<file path="src/rtl/eth_filter_pkg.sv">
// -----------------------------------------------------------------------------
// eth_filter_pkg
// Shared types and constants for the Ethernet RX destination-address filter.
//   state_t    : filter state machine encoding (HDR, REPLAY, PASS, DROP)
//   filt_cfg_t : per-frame configuration snapshot (station address + modes)
//   HDR_LEN    : number of destination-address bytes buffered before deciding
//   BCAST_ADDR : broadcast destination address
// -----------------------------------------------------------------------------
package eth_filter_pkg;

  typedef enum logic [1:0] {
    ST_HDR    = 2'd0,
    ST_REPLAY = 2'd1,
    ST_PASS   = 2'd2,
    ST_DROP   = 2'd3
  } state_t;

  typedef struct packed {
    logic [47:0] mac_addr;
    logic        promisc;
    logic        accept_mcast;
  } filt_cfg_t;

  localparam int          HDR_LEN    = 6;
  localparam logic [2:0]  LAST_IDX   = 3'(HDR_LEN - 1);
  localparam logic [47:0] BCAST_ADDR = 48'hFFFF_FFFF_FFFF;

endpackage

</file>
<file path="src/rtl/eth_dest_match.sv">
// -----------------------------------------------------------------------------
// eth_dest_match
// Purely combinational destination-address acceptance decision.
// Ports:
//   dest         in  48  destination address, dest[47:40] = first byte on wire
//   mac_addr     in  48  station address to compare against
//   promisc      in  1   accept everything
//   accept_mcast in  1   accept group addresses (I/G bit of first byte set)
//   match        out 1   frame is to be forwarded
// -----------------------------------------------------------------------------
module eth_dest_match
  import eth_filter_pkg::*;
(
  input  logic [47:0] dest,
  input  logic [47:0] mac_addr,
  input  logic        promisc,
  input  logic        accept_mcast,
  output logic        match
);

  logic is_unicast_hit;
  logic is_bcast;
  logic is_mcast;

  assign is_unicast_hit = (dest == mac_addr);
  assign is_bcast       = (dest == BCAST_ADDR);
  // The I/G bit is bit 0 of the first byte on the wire, i.e. dest[40].
  assign is_mcast       = accept_mcast & dest[40];

  assign match = promisc | is_unicast_hit | is_bcast | is_mcast;

endmodule

</file>
<file path="src/rtl/eth_rx_mac_filter.sv">
// -----------------------------------------------------------------------------
// eth_rx_mac_filter
// AXI-Stream (8-bit) receive filter. Buffers the 6 destination-address bytes of
// each frame, decides accept/drop, then either replays the buffered bytes and
// passes the rest of the frame through combinationally, or swallows the frame.
//
// Ports:
//   clock, reset_n          single clock, asynchronous active-low reset
//   mac_addr[47:0]          station address (mac_addr[47:40] = first byte)
//   promisc                 accept all frames
//   accept_mcast            accept group-addressed frames
//   s_axis_t*               upstream stream (tkeep ignored)
//   m_axis_t*               filtered stream (tkeep always 1)
//   drop_count[31:0]        dropped-frame counter, present only when the
//                           ETH_RX_FILTER_CNT_EN macro is defined
//
// Configuration macro: ETH_RX_FILTER_CNT_EN (adds the drop_count port/counter).
// -----------------------------------------------------------------------------
module eth_rx_mac_filter
  import eth_filter_pkg::*;
(
  input  logic        clock,
  input  logic        reset_n,
  input  logic [47:0] mac_addr,
  input  logic        promisc,
  input  logic        accept_mcast,
  input  logic [7:0]  s_axis_tdata,
  input  logic        s_axis_tkeep,
  input  logic        s_axis_tvalid,
  output logic        s_axis_tready,
  input  logic        s_axis_tlast,
  input  logic        s_axis_tuser,
  output logic [7:0]  m_axis_tdata,
  output logic        m_axis_tkeep,
  output logic        m_axis_tvalid,
  input  logic        m_axis_tready,
  output logic        m_axis_tlast,
  output logic        m_axis_tuser
`ifdef ETH_RX_FILTER_CNT_EN
  ,
  output logic [31:0] drop_count
`endif
);

  state_t      state_q, state_d;
  logic [2:0]  idx_q;
  logic [2:0]  ridx_q;
  logic [7:0]  hdr_buf [0:HDR_LEN-1];
  filt_cfg_t   cfg_q;
  logic [47:0] hdr_dest;
  logic        match;
  logic        unused_tkeep;

  assign unused_tkeep = s_axis_tkeep;
  assign m_axis_tkeep = 1'b1;

  // The decision is taken in the same cycle byte 5 arrives, so the last
  // address byte comes straight from the input rather than from the buffer.
  assign hdr_dest = {hdr_buf[0], hdr_buf[1], hdr_buf[2], hdr_buf[3],
                     hdr_buf[4], s_axis_tdata};

  eth_dest_match u_dest_match (
    .dest         (hdr_dest),
    .mac_addr     (cfg_q.mac_addr),
    .promisc      (cfg_q.promisc),
    .accept_mcast (cfg_q.accept_mcast),
    .match        (match)
  );

  // ---------------------------------------------------------------------------
  // State register
  // ---------------------------------------------------------------------------
  // NOTE: sequential state uses non-blocking assignments so every register
  // samples pre-edge values regardless of block ordering.
  always_ff @(posedge clock or negedge reset_n) begin
    if (!reset_n) begin
      state_q <= ST_HDR;
    end else begin
      state_q <= state_d;
    end
  end

  // ---------------------------------------------------------------------------
  // Next-state and stream outputs
  // ---------------------------------------------------------------------------
  always_comb begin
    // NOTE: every output gets a default first; a missed branch would otherwise
    // infer a latch.
    state_d       = state_q;
    s_axis_tready = 1'b0;
    m_axis_tvalid = 1'b0;
    m_axis_tdata  = 8'h00;
    m_axis_tlast  = 1'b0;
    m_axis_tuser  = 1'b0;

    unique case (state_q)
      ST_HDR: begin
        s_axis_tready = 1'b1;
        // A tlast inside the header is a runt: stay here and restart at byte 0.
        if (s_axis_tvalid && !s_axis_tlast && (idx_q == LAST_IDX)) begin
          state_d = match ? ST_REPLAY : ST_DROP;
        end
      end

      ST_REPLAY: begin
        // Input is stalled while the buffered header drains, so tvalid is
        // held high until each byte is taken.
        m_axis_tvalid = 1'b1;
        m_axis_tdata  = hdr_buf[ridx_q];
        if (m_axis_tready && (ridx_q == LAST_IDX)) begin
          state_d = ST_PASS;
        end
      end

      ST_PASS: begin
        m_axis_tvalid = s_axis_tvalid;
        m_axis_tdata  = s_axis_tdata;
        m_axis_tlast  = s_axis_tlast;
        m_axis_tuser  = s_axis_tuser;
        s_axis_tready = m_axis_tready;
        if (s_axis_tvalid && m_axis_tready && s_axis_tlast) begin
          state_d = ST_HDR;
        end
      end

      ST_DROP: begin
        s_axis_tready = 1'b1;
        if (s_axis_tvalid && s_axis_tlast) begin
          state_d = ST_HDR;
        end
      end

      default: begin
        state_d = ST_HDR;
      end
    endcase
  end

  // ---------------------------------------------------------------------------
  // Header capture, replay index and per-frame configuration snapshot
  // ---------------------------------------------------------------------------
  always_ff @(posedge clock or negedge reset_n) begin
    if (!reset_n) begin
      idx_q  <= '0;
      ridx_q <= '0;
      cfg_q  <= '0;
      // NOTE: this small header buffer is reset on purpose so that replayed
      // data is deterministic after reset; large data memories normally are not.
      for (int i = 0; i < HDR_LEN; i++) begin
        hdr_buf[i] <= 8'h00;
      end
    end else begin
      unique case (state_q)
        ST_HDR: begin
          if (s_axis_tvalid) begin
            hdr_buf[idx_q] <= s_axis_tdata;
            if (idx_q == 3'd0) begin
              cfg_q <= '{mac_addr: mac_addr, promisc: promisc,
                         accept_mcast: accept_mcast};
            end
            if (s_axis_tlast || (idx_q == LAST_IDX)) begin
              idx_q <= '0;
            end else begin
              idx_q <= idx_q + 3'd1;
            end
          end
        end

        ST_REPLAY: begin
          if (m_axis_tready) begin
            ridx_q <= (ridx_q == LAST_IDX) ? 3'd0 : ridx_q + 3'd1;
          end
        end

        default: begin
        end
      endcase
    end
  end

`ifdef ETH_RX_FILTER_CNT_EN
  // ---------------------------------------------------------------------------
  // Dropped-frame counter: runts ending in HDR and rejected frames ending in
  // DROP. Wraps naturally at 2^32.
  // ---------------------------------------------------------------------------
  logic drop_evt;

  assign drop_evt = s_axis_tvalid && s_axis_tlast &&
                    ((state_q == ST_HDR) || (state_q == ST_DROP));

  always_ff @(posedge clock or negedge reset_n) begin
    if (!reset_n) begin
      drop_count <= '0;
    end else if (drop_evt) begin
      drop_count <= drop_count + 32'd1;
    end
  end
`endif

endmodule

</file>
<file path="config.mk">
export PLATFORM = sky130hd
export DESIGN_NAME = eth_rx_mac_filter
export DESIGN_NICKNAME = d
export VERILOG_FILES = /design/src/rtl/eth_filter_pkg.sv /design/src/rtl/eth_dest_match.sv /design/src/rtl/eth_rx_mac_filter.sv
export SDC_FILE = /design/constraint.sdc
export NUM_CORES = 1
export LEC_CHECK = 0
export CAP_MARGIN = 25
export CORE_ASPECT_RATIO = 1.4
export CORE_UTILIZATION = 59
export DETAILED_ROUTE_END_ITERATION = 10
export GPL_TIMING_DRIVEN = 0
export PLACE_DENSITY_LB_ADDON = 0.2
export SYNTH_ARGS = -nofsm -noshare
export SYNTH_HDL_FRONTEND = slang
export SYNTH_SLANG_ARGS = --single-unit
export TNS_END_PERCENT = 20
</file>
<file path="constraint.sdc">
create_clock -name clock -period 5.19 [get_ports clock]
set_input_delay 1.038 -clock clock [delete_from_list [all_inputs] [get_ports clock]]
set_output_delay 1.038 -clock clock [all_outputs]
set_load 0.005 [all_outputs]
</file>
==> After elaboration in Yosys (flattened, before gate mapping) <==
Cells that the tools add are included.
{ "word_totals": {"register_bits": 106, "in_bits": 65} }
{ "op_classes": {"add_sub_neg": 2, "order_cmp": 3, "n_eq_ne": 11, "mux": 19, "bitwise": 6, "n_reduce_logical": 16} }
{ "ops": {"columns": ["cell", "n"], "rows": [
  ["$bwmux 48", 1],
  ["$eq 48x48->1", 1],
  ["$eq 48x48->1 const B", 1],
  ["$bmux 8 s3", 1],
  ["$demux 8 s3", 1],
  ["$mux 8", 3],
  ["$pmux 8 s2", 1],
  ["$mux 2", 5],
  ["$ge 4x4->1 const B", 2],
  ["$ne 2x2->1 const B", 4],
  ["$not 3->4", 2],
  ["$pmux 2 s4", 1],
  ["$logic_and 1x1->1", 7],
  ["$add 3x1->3 const B", 2],
  ["$eq 3x3->1 const B", 2],
  ["$mux 3", 2],
  ["$eq 2x2->1 const B", 2],
  ["$lt 4x1->1 const B", 1],
  ["$pmux 1 s2", 2],
  ["$reduce_and 2->1", 2],
  ["$reduce_and 4->1", 1],
  ["$logic_not 3->1", 1],
  ["$or 1x1->1", 3],
  ["$reduce_and 3->1", 1],
  ["other kinds (7)", 8]
]} }

==> Logic depth before layout (Yosys ltp) <==
Gate-level depths: netlist of the first run.
{ "logic_depth": {"word_depth": 7, "mapped_depth": 8, "depth_no_buf": 7} }

==> Cells and area by module <==
Synthesis of the first run repeated with hierarchy kept, for this count alone.
{ "hier_totals": {"hier_cells": 430, "area_unflattened_um2": 5407.7} }
{ "modules_own_cells": {"columns": ["mod", "n_inst", "cells_per_inst", "area_each_um2", "seq_area_each_um2"], "rows": [
  ["eth_rx_mac_filter", 1, 348, 4773.3, 2652.5],
  ["eth_dest_match", 1, 82, 634.4, 0.0]
]} }

==> Worst setup path before layout of the first run <==
No wires, ideal clock.
{ "synth_path": {"path_type": "input -> output", "startpoint": "input s_axis_tdata[2]", "endpoint": "output m_axis_tdata[2]", "arrival_ps": 1518, "path_slack_ps": 2634, "path_stages": 3, "cell_sequence": "clkbuf_1 a22oi_1 nor2b_1"} }
{ "synth_via": {"elab_chain_cells": 1} }
{ "synth_rtl": {"columns": ["item", "line_no", "rtl"], "rows": [
  ["start, declared", "eth_rx_mac_filter.sv:27", "input logic [7:0] s_axis_tdata,"],
  ["$pmux 8 s2", "eth_rx_mac_filter.sv:96", "unique case (state_q)"],
  ["end, declared", "eth_rx_mac_filter.sv:33", "output logic [7:0] m_axis_tdata,"]
]} }
Every way passes these cells.

==> Worst setup path after layout of the first run <==
{ "layout_path": {"startpoint": "register ridx_q[0]", "endpoint": "output m_axis_tdata[2]"} }
{ "layout_via": {"elab_chain_cells": 5} }
{ "layout_rtl": {"columns": ["item", "line_no", "rtl"], "rows": [
  ["start, declared", "eth_rx_mac_filter.sv:47", "logic [2:0] ridx_q;"],
  ["start signal, assigned", "eth_rx_mac_filter.sv:171", "ridx_q <= (ridx_q == LAST_IDX) ? 3'd0 : ridx_q + 3'd1;"],
  ["$not 3->4 (not written as such)", "eth_rx_mac_filter.sv:109", "m_axis_tdata = hdr_buf[ridx_q];"],
  ["$bmux 8 s3", "eth_rx_mac_filter.sv:109", null],
  ["$mux 8 (not written as such) (2 in a row)", "eth_rx_mac_filter.sv:109", null],
  ["$pmux 8 s2", "eth_rx_mac_filter.sv:96", null]
]} }
Every way passes these cells. The select of a mux whose other input is x is not followed.

==> results of run 1 <==
-- through the flow --
| step | hold slack (ns) | util | total power [uW] | setup TNS (ns) |
|---|---|---|---|---|
| finish | 0.515 | 0.749 | 3860 | 0 |
| CTS | 0.514 | 0.749 | 3860 | 0 |
| global placement | 0.489 | 0.708 | 3050 | -77.61 |
| detailed placement | 0.499 | 0.711 | 3120 | 0 |
| floorplan | 0.470 | - | 2630 | 0 |
| global route | 0.529 | 0.749 | 4070 | 0 |
-- report_power, final --
part           switching (uW)  internal (uW)  leakage, uW
Sequential                373           1190      0.00132
Combinational             631            917      0.00121
Clock                     313            430     0.000159
-- sequential cells by signal, indices dropped and copies added (netlist names) --
signal and count:
ridx_q 3, state_q 2, cfg_q 50, hdr_buf 48, idx_q 3
-- metal layers --
metal  GRT usage  vias to the layer above  wire [um]  part of all wire
met5           0                        -          0                 0
met4       0.124                        0        272             0.021
met3      0.0508                       22        677             0.052
met2       0.520                      110       6950              0.54
met1       0.367                     1868       5050              0.39
li1            -                     1665          -                 -
-- cells by family (layout without fill, tap and decap cells) --
family                     count (synthesis)  after routing  synth area share
adders and majority gates                  7              7            0.0163
AOI/OAI and AO/OA                         30             30            0.0368
buffers and inverters                     38            121            0.0300
and+or+nand+nor                           75             75            0.0896
muxes                                    114            114             0.254
xor gates and xnor gates                  49             49            0.0798
DFF                                      106            106             0.493
other                                      1              1          0.000697
-- cells in the final DEF, fill, tap and decap left out, drive strengths merged, types with 2 or more instances in the layout --
master         netlist  layout
nor2                 2       2
clkbuf              12      22
ha                   7       7
a21oi                3       3
dfrtp              106     106
nor4                 8       8
bufinv               0       2
mux4                 8       8
nand2               14      14
nand2b               2       2
nand3                5       5
nand4b               2       2
clkdlybuf4s50        0      65
and2                 2       2
o22ai                8       8
a22oi                8       8
o21ai                5       5
mux2i                8       8
nor2b               10      10
clkinv               0       2
mux2                98      98
xnor2               49      49
nand4               25      25
inv                 13      15
buf                 13      15
nand3b               2       2
-- worst paths after layout --
kind / from / to / cells past startpoint
setup / recovery: ridx_q[0] / m_axis_tdata[2] / 7
hold / removal: hdr_buf[3] / hdr_buf[3] / 1
setup reg to reg: state_q[0] / cfg_q[40] / 8
hold reg to reg: hdr_buf[3] / hdr_buf[3] / 1
max in group asynchronous: reset_n / hdr_buf[33] / 2
min in group asynchronous: reset_n / idx_q[1] / 1
-- area by class of cell --
| type | instances | area [um^2] | area share |
|---|---|---|---|
| buffer | 25 | 113 | 0.0173 |
| clock buffer | 10 | 229 | 0.0351 |
| clock inverter | 6 | 97.6 | 0.0150 |
| inverter | 13 | 48.8 | 0.00748 |
| multi-input combinational | 276 | 2560 | 0.393 |
| sequential | 106 | 2650 | 0.407 |
| tap | 105 | 131 | 0.0201 |
| timing repair buffer | 67 | 686 | 0.105 |
==> impl_metrics.json, run 1 <==
{
  "status": "completed",
  "avgSynthCellArea_um2": 12.8,
  "critPathKind": "reg -> out",
  "cp_common_cell": "buf_2",
  "worstSkewPairLatency_ns": 0.35,
  "tightestPinTransition_ns": 0.723,
  "placed_area_um2": 6190,
  "regToRegSetupSlack_ns": 3.00,
  "drive_gt1_frac": 0.284,
  "cp_num_buf_inv": 3,
  "fin_skew_ns": 0.00916,
  "vias": 3665,
  "cp_top_family": "buffers and inverters",
  "p_leak_uw": 0.00268,
  "grt_pass1_vias": 3801,
  "core_um2": 8710,
  "dieArea_um2": 9510,
  "worstPathCellList": "buf_2 > buf_2 > mux2i_1 > o22ai_1 > a22oi_1 > nor2b_1 > clkdlybuf4s50_1",
  "grt_max_degree": 64,
  "port_buffers": 66,
  "wl_um": 12900,
  "track_usage": 0.301,
  "cp.arrival_ns": 2.43,
  "fin_ws_ns": 1.72,
  "grt_pass1_wl_um": 20100,
  "cpPeakStageDelay_ns": 0.44,
  "cp_slowest_cell": "clkdlybuf4s50_1",
  "via_per_inst": 6.03,
  "first_pass_iters": 4,
  "ys_async_sr_fraction": 1.00,
  "synth_seq_cells": 106,
  "ys_types": 38,
  "cts_hold_buf": 0,
  "finalCritPeriodShare": 0.669,
  "preCtsSetupSlack_ns": 1.77,
  "die_h_um": 115,
  "final_antenna_net_count": 0,
  "required_ns": 4.15,
  "fin_crit_ns": 3.47,
  "final_cell_count_no_fill": 608,
  "max_freq_mhz": 288,
  "path_max_fanout": 10,
  "n_antenna_cell": 0,
  "fillers": 592,
  "ys_seq_area_frac": 0.493,
  "netlist_area_um2": 5380,
  "initial_core_util": 0.618,
  "hold_violations": 0,
  "setup_viol": 0,
  "area_growth_pct": 21.3,
  "synth_edf_count": 0,
  "num_rows": 40,
  "io_pins": 78,
  "rsz0062_at_grt": "no",
  "drt_iter0_markers": 251,
  "gp_congestion": 0.913,
  "nets": 570,
  "cts_buffer_depth": 2,
  "slew_headroom": 0.514,
  "powerDensity_nw_per_um2": 592,
  "cp-start-kind": "flop",
  "h-tree-depth": 3,
  "grt_overflow_total": 0,
  "slew_viol_final": 0,
  "ys_top_cells_by_count": "dfrtp_1, mux2_2, xnor2_1",
  "root_buffer": "clkbuf_16",
  "cts_made_buffers": 9,
  "cts_setup_buffers": 0,
  "clk_pin_slew_ns": 0.07,
  "die_w_um": 82.7,
  "avgRoutedWirePerCell_um": 21.3,
  "yosys.area.top_type": "dfrtp_1",
  "netlist_instances": 420,
  "cts_resized": 0,
  "worst_setup_path_end_kind": "output pin",
  "cts_sinks": 106,
  "ys.flop_type": "dfrtp_1",
  "synth.top_cell.area_share": 0.493,
  "synth_area_leaders": "dfrtp_1, mux2_2, xnor2_1",
  "antenna_found_initial": 0,
  "dp_cells": 592,
  "drc": 0,
  "maxCapViolations": 0,
  "ir_worst_vdd_mv": 0.386,
  "place_hpwl_um": 9710,
  "synth_most_common_cell": "dfrtp_1",
  "final_cell_area_um2": 6520,
  "hold_path_class": "reg -> reg",
  "synth_fp_nets": 492,
  "cts_tree": "done",
  "yosysWarnings": 0
}
Power figures use the tool's default switching activity.
==> inputs of run 2 (changes only) <==
Settings changed: CORE_UTILIZATION 59 to 55.
Clock period 5.19 ns to 3.4 ns, I/O delays scaled along.
==> run 2 against run 1 <==
  * Global-route usage down 3.0 points
  * Register-to-register slack worse by 1.8 ns
  * Via count down 0.19%
  * Sequential power up 52%
  * Wire length down 2.7%
  * Sequential cell count unchanged
  * Clock power up 49%
==> impl_metrics.json, run 2 (synthesis gave the netlist of run 1 again) <==
{
  "final_cell_count_no_fill": 613,
  "grt_pass1_vias": 3868,
  "hold_path_class": "in -> async",
  "wl_met3_um": 463,
  "required_ns": 2.72,
  "max_freq_mhz": 324,
  "die_h_um": 119,
  "met2_length_um": 6680,
  "fin_skew_ns": 0.00620,
  "p_int_uw": 3860,
  "critPathKind": "reg -> out",
  "initial_core_util": 0.569,
  "slew_headroom": 0.513,
  "dp_cells": 597,
  "p_switching_uw": 1990,
  "worstSkewPairLatency_ns": 0.35,
  "final_antenna_net_count": 0,
  "preCtsSetupSlack_ns": 0.680,
  "n_antenna_cell": 0,
  "rsz0062_at_grt": "no",
  "cpPeakStageDelay_ns": 0.44,
  "grt_pass1_wl_um": 20400,
  "fin_ws_ns": 0.314,
  "combPwrFrac": 0.402,
  "root_buffer": "clkbuf_16",
  "wl_um": 12600,
  "first_pass_iters": 4,
  "hold_violations": 0,
  "drt-met1-wl_um": 5160,
  "power_uw": 5850,
  "vias": 3658,
  "swShare": 0.340,
  "cts_setup_buffers": 0,
  "die_w_um": 85.6,
  "mostFrequentLayoutCells": "dfrtp_1, mux2_2, clkdlybuf4s50_1",
  "num_rows": 42,
  "antenna_found_initial": 0,
  "grt_overflow_total": 0,
  "nets": 570,
  "cp.arrival_ns": 2.41,
  "core_um2": 9460,
  "drc": 0,
  "status": "completed",
  "gp_congestion": 0.915,
  "largest_reg_flops": 50,
  "drt_iter0_markers": 327,
  "cp_top_family": "buffers and inverters",
  "maxCapViolations": 0,
  "worst_setup_path_end_kind": "output pin",
  "powerDensity_nw_per_um2": 897,
  "dieArea_um2": 10200,
  "cts_tree": "done",
  "cp_num_buf_inv": 3,
  "holdWs_ns": 0.328,
  "track_usage": 0.271,
  "cp_common_cell": "buf_2",
  "clkPwrFrac": 0.189,
  "ir_worst_vdd_mv": 0.484,
  "cts_hold_buf": 0,
  "tightestPinTransition_ns": 0.725,
  "cp_slowest_cell": "clkdlybuf4s50_1",
  "io_pins": 78,
  "cts_made_buffers": 9,
  "finalCritPeriodShare": 0.908,
  "cts_sinks": 106,
  "cts_buffer_depth": 2,
  "setup_viol": 0,
  "cts_resized": 0,
  "area_growth_pct": 21.3,
  "dr.max_layer_used": "met4",
  "slew_viol_final": 0,
  "port_buffers": 66,
  "place_hpwl_um": 9480,
  "p_leak_uw": 0.00268,
  "grt_max_degree": 62,
  "fillers": 722,
  "cp-start-kind": "flop",
  "h-tree-depth": 3,
  "clk_pin_slew_ns": 0.07,
  "fin_crit_ns": 3.09,
  "final_common_cell": "dfrtp_1",
  "drive_gt1_frac": 0.286,
  "worstPathCellList": "buf_2 > buf_2 > mux2i_1 > o22ai_1 > a22oi_1 > nor2b_1 > clkdlybuf4s50_1",
  "via_per_inst": 5.97,
  "avgRoutedWirePerCell_um": 20.5,
  "pwr-share-seq": 0.409,
  "path_max_fanout": 10,
  "largestRegisters": "cfg_q: 50 flops, hdr_buf: 48 flops",
  "largest_register": "cfg_q",
  "postLayoutCoreUtil": 0.690
}
run 2: worst register-to-register path, cell delays in order, from the launching register on:
cell     delay (ns)
dfrtp_1        0.42
inv_1          0.09
ha_1           0.14
buf_2          0.18
nand2_2        0.18
nor2_2         0.22
nand3_1        0.43
mux2_2         0.44
run 2: layout make-up:
class	instances	area, um^2	area share
inverters	13	48.8	0.00748
clock buffers	12	267	0.0409
flip-flops and latches	106	2650	0.407
clock inverters	4	56.3	0.00863
well taps	110	138	0.0211
multi-input cells	276	2560	0.393
repair buffers	67	686	0.105
plain buffers	25	113	0.0173
run 2: power groups by stage:
| stage | sequential, uW | combinational (uW) | clock [uW] |
|---|---|---|---|
| after global routing | 2460 | 2560 | 1160 |
| after CTS | 2390 | 2360 | 1120 |
| after global placement | 2380 | 2280 | 0 |
| after detailed placement | 2410 | 2340 | 0 |
| after floorplan | 2200 | 1810 | 0 |
| final | 2390 | 2350 | 1110 |
run 2: worst paths after layout:
path,slack [ns],end,depth (start not counted),start
worst max-delay path,0.31,m_axis_tdata[5],7,ridx_q[0]
worst min-delay path,0.33,idx_q[2],1,reset_n
worst max register to register,1.19,hdr_buf[23],7,state_q[0]
worst min register to register,0.51,hdr_buf[6],1,hdr_buf[6]
max in group asynchronous,2.36,hdr_buf[34],2,reset_n
min in group clock,0.51,hdr_buf[6],1,hdr_buf[6]
run 2: per-layer routing:
metal | global-route usage | vias up
met5 | 0 | -
met1 | 0.336 | 1861
met2 | 0.473 | 105
met3 | 0.0464 | 20
li1 | - | 1672
met4 | 0.0969 | 0
run 2: per-stage QoR:
step	TNS, ns	instance area, um^2
floorplan	0	5380
global placement	-240.19	6180
detailed placement	0	6200
CTS	0	6520
global route	0	6520
finish	0	6520
==> inputs of run 3 (changes only) <==
Settings changed: CORE_MARGIN set to 8.
==> run 3 against run 2 <==
  * Sequential power about the same
  * Combinational power about the same
  * Total power decreased by 1.3%
  * Clock-buffer cell count unchanged
  * Largest power group unchanged
  * Clock skew increased by 0.0034 ns
  * Sequential cell count unchanged
  * Via count decreased by 0.68%
  * Clock power decreased by 8%
  * Final cell count increased by 3.6%
  * Utilization decreased by 0.34 points
  * Fmax increased by 0.35%
==> impl_metrics.json, run 3 (synthesis gave the netlist of run 1 again) <==
{
  "powerDensity_nw_per_um2": 885,
  "cp_slowest_cell": "clkdlybuf4s50_1",
  "largest_reg_flops": 50,
  "multi_input_area_um2": 2560,
  "drive_gt1_frac": 0.286,
  "largestRegisters": "cfg_q: 50 flops, hdr_buf: 48 flops",
  "hold_path_class": "in -> async",
  "cp_top_family": "buffers and inverters",
  "setup_viol": 0,
  "status": "completed",
  "grt_overflow_total": 0,
  "grt_pass1_wl_um": 21500,
  "place_hpwl_um": 10200,
  "drt_iter0_markers": 168,
  "power_uw": 5780,
  "final_common_cell": "dfrtp_1",
  "wl_um": 13200,
  "vias": 3633,
  "required_ns": 2.72,
  "gp_congestion": 0.898,
  "tightestPinTransition_ns": 0.748,
  "cp.arrival_ns": 2.40,
  "p_leak_uw": 0.00266,
  "die_w_um": 99.6,
  "port_buffers": 66,
  "n_antenna_cell": 0,
  "antenna_found_initial": 0,
  "slew_headroom": 0.498,
  "cts_sinks": 106,
  "first_pass_iters": 4,
  "final_cell_count_no_fill": 635,
  "seq_area_um2": 2650,
  "cp_num_buf_inv": 3,
  "max_freq_mhz": 325,
  "critPathKind": "reg -> out",
  "cp_common_cell": "buf_2",
  "hold_violations": 0,
  "worst_setup_path_end_kind": "output pin",
  "drc": 0,
  "ir_worst_vdd_mv": 0.560,
  "nets": 570,
  "r2r_cells": 6,
  "worst-path-stages": 7,
  "final_antenna_net_count": 0,
  "h-tree-depth": 3,
  "dp_cells": 619,
  "fillers": 734,
  "cts_tree": "done",
  "io_pins": 78,
  "path_max_fanout": 10,
  "mostFrequentLayoutCells": "dfrtp_1, mux2_2, clkdlybuf4s50_1",
  "grt_max_degree": 66,
  "fin_skew_ns": 0.00959,
  "largest_register": "cfg_q",
  "timing.setup.tns_ns": 0,
  "grt_pass1_vias": 4034,
  "finalCritPeriodShare": 0.905,
  "slew_viol_final": 0,
  "dieArea_um2": 13200,
  "cpPeakStageDelay_ns": 0.46,
  "maxCapViolations": 0,
  "fin_crit_ns": 3.08,
  "clk_pin_slew_ns": 0.07,
  "root_buffer": "clkbuf_16",
  "rsz0062_at_grt": "no",
  "core_um2": 9510,
  "area_growth_pct": 21.4,
  "cp-start-kind": "flop",
  "worstSkewPairLatency_ns": 0.34,
  "die_h_um": 133,
  "worstPathCellList": "buf_2 > buf_2 > mux2i_1 > o22ai_1 > a22oi_1 > nor2b_1 > clkdlybuf4s50_1",
  "avgRoutedWirePerCell_um": 20.7,
  "cts_made_buffers": 9,
  "track_usage": 0.210,
  "cts_resized": 0,
  "cts_hold_buf": 0,
  "num_rows": 42,
  "cts_buffer_depth": 2,
  "via_per_inst": 5.72,
  "initial_core_util": 0.565,
  "cts_setup_buffers": 0
}
-- run 3: cell count changes in the layout (fill, tap and decap cells not counted) --
cell and change:
inv_6 -1, bufinv_16 -1, clkinvlp_4 +2
-- run 3: per-stage QoR --
step / hold WS [ns] / setup slack [ns] / util / cell area (um^2)
after floorplan: 0.384 / 1.33 / - / 5380
after global placement: 0.490 / -2.27 / 0.652 / 6200
after detailed placement: 0.500 / 0.679 / 0.655 / 6230
after CTS: 0.334 / 0.301 / 0.686 / 6530
after global routing: 0.358 / 0.147 / 0.686 / 6530
final: 0.310 / 0.324 / 0.686 / 6530
-- run 3: report_power, final --
group | switching [uW] | internal (uW)
Clock | 455 | 561
Combinational | 964 | 1400
Sequential | 573 | 1820
Total | 1990 | 3790
-- run 3: worst paths after layout --
check                      startpoint         endpoint  slack (ns)
max                         ridx_q[0]  m_axis_tdata[5]        0.32
min                           reset_n         idx_q[2]        0.31
max reg2reg                state_q[0]       hdr_buf[0]        1.19
min reg2reg                hdr_buf[7]       hdr_buf[7]        0.52
max in group asynchronous     reset_n      hdr_buf[33]        2.38
min in group clock         hdr_buf[7]       hdr_buf[7]        0.52
-- run 3: final cells by class --
class	instances	share of cell area
sequential	106	0.406
multi-input combinational	276	0.393
timing repair buffer	67	0.105
clock buffer	12	0.0408
tap	132	0.0253
buffer	25	0.0173
inverter	13	0.00748
clock inverter	4	0.00498
-- run 3: metal layers --
layer	routed length, um	track usage	up-vias
li1	-	-	1668
met4	229	0.0726	0
met5	0	0	-
met2	7080	0.370	93
met1	5230	0.247	1852
met3	618	0.0383	20
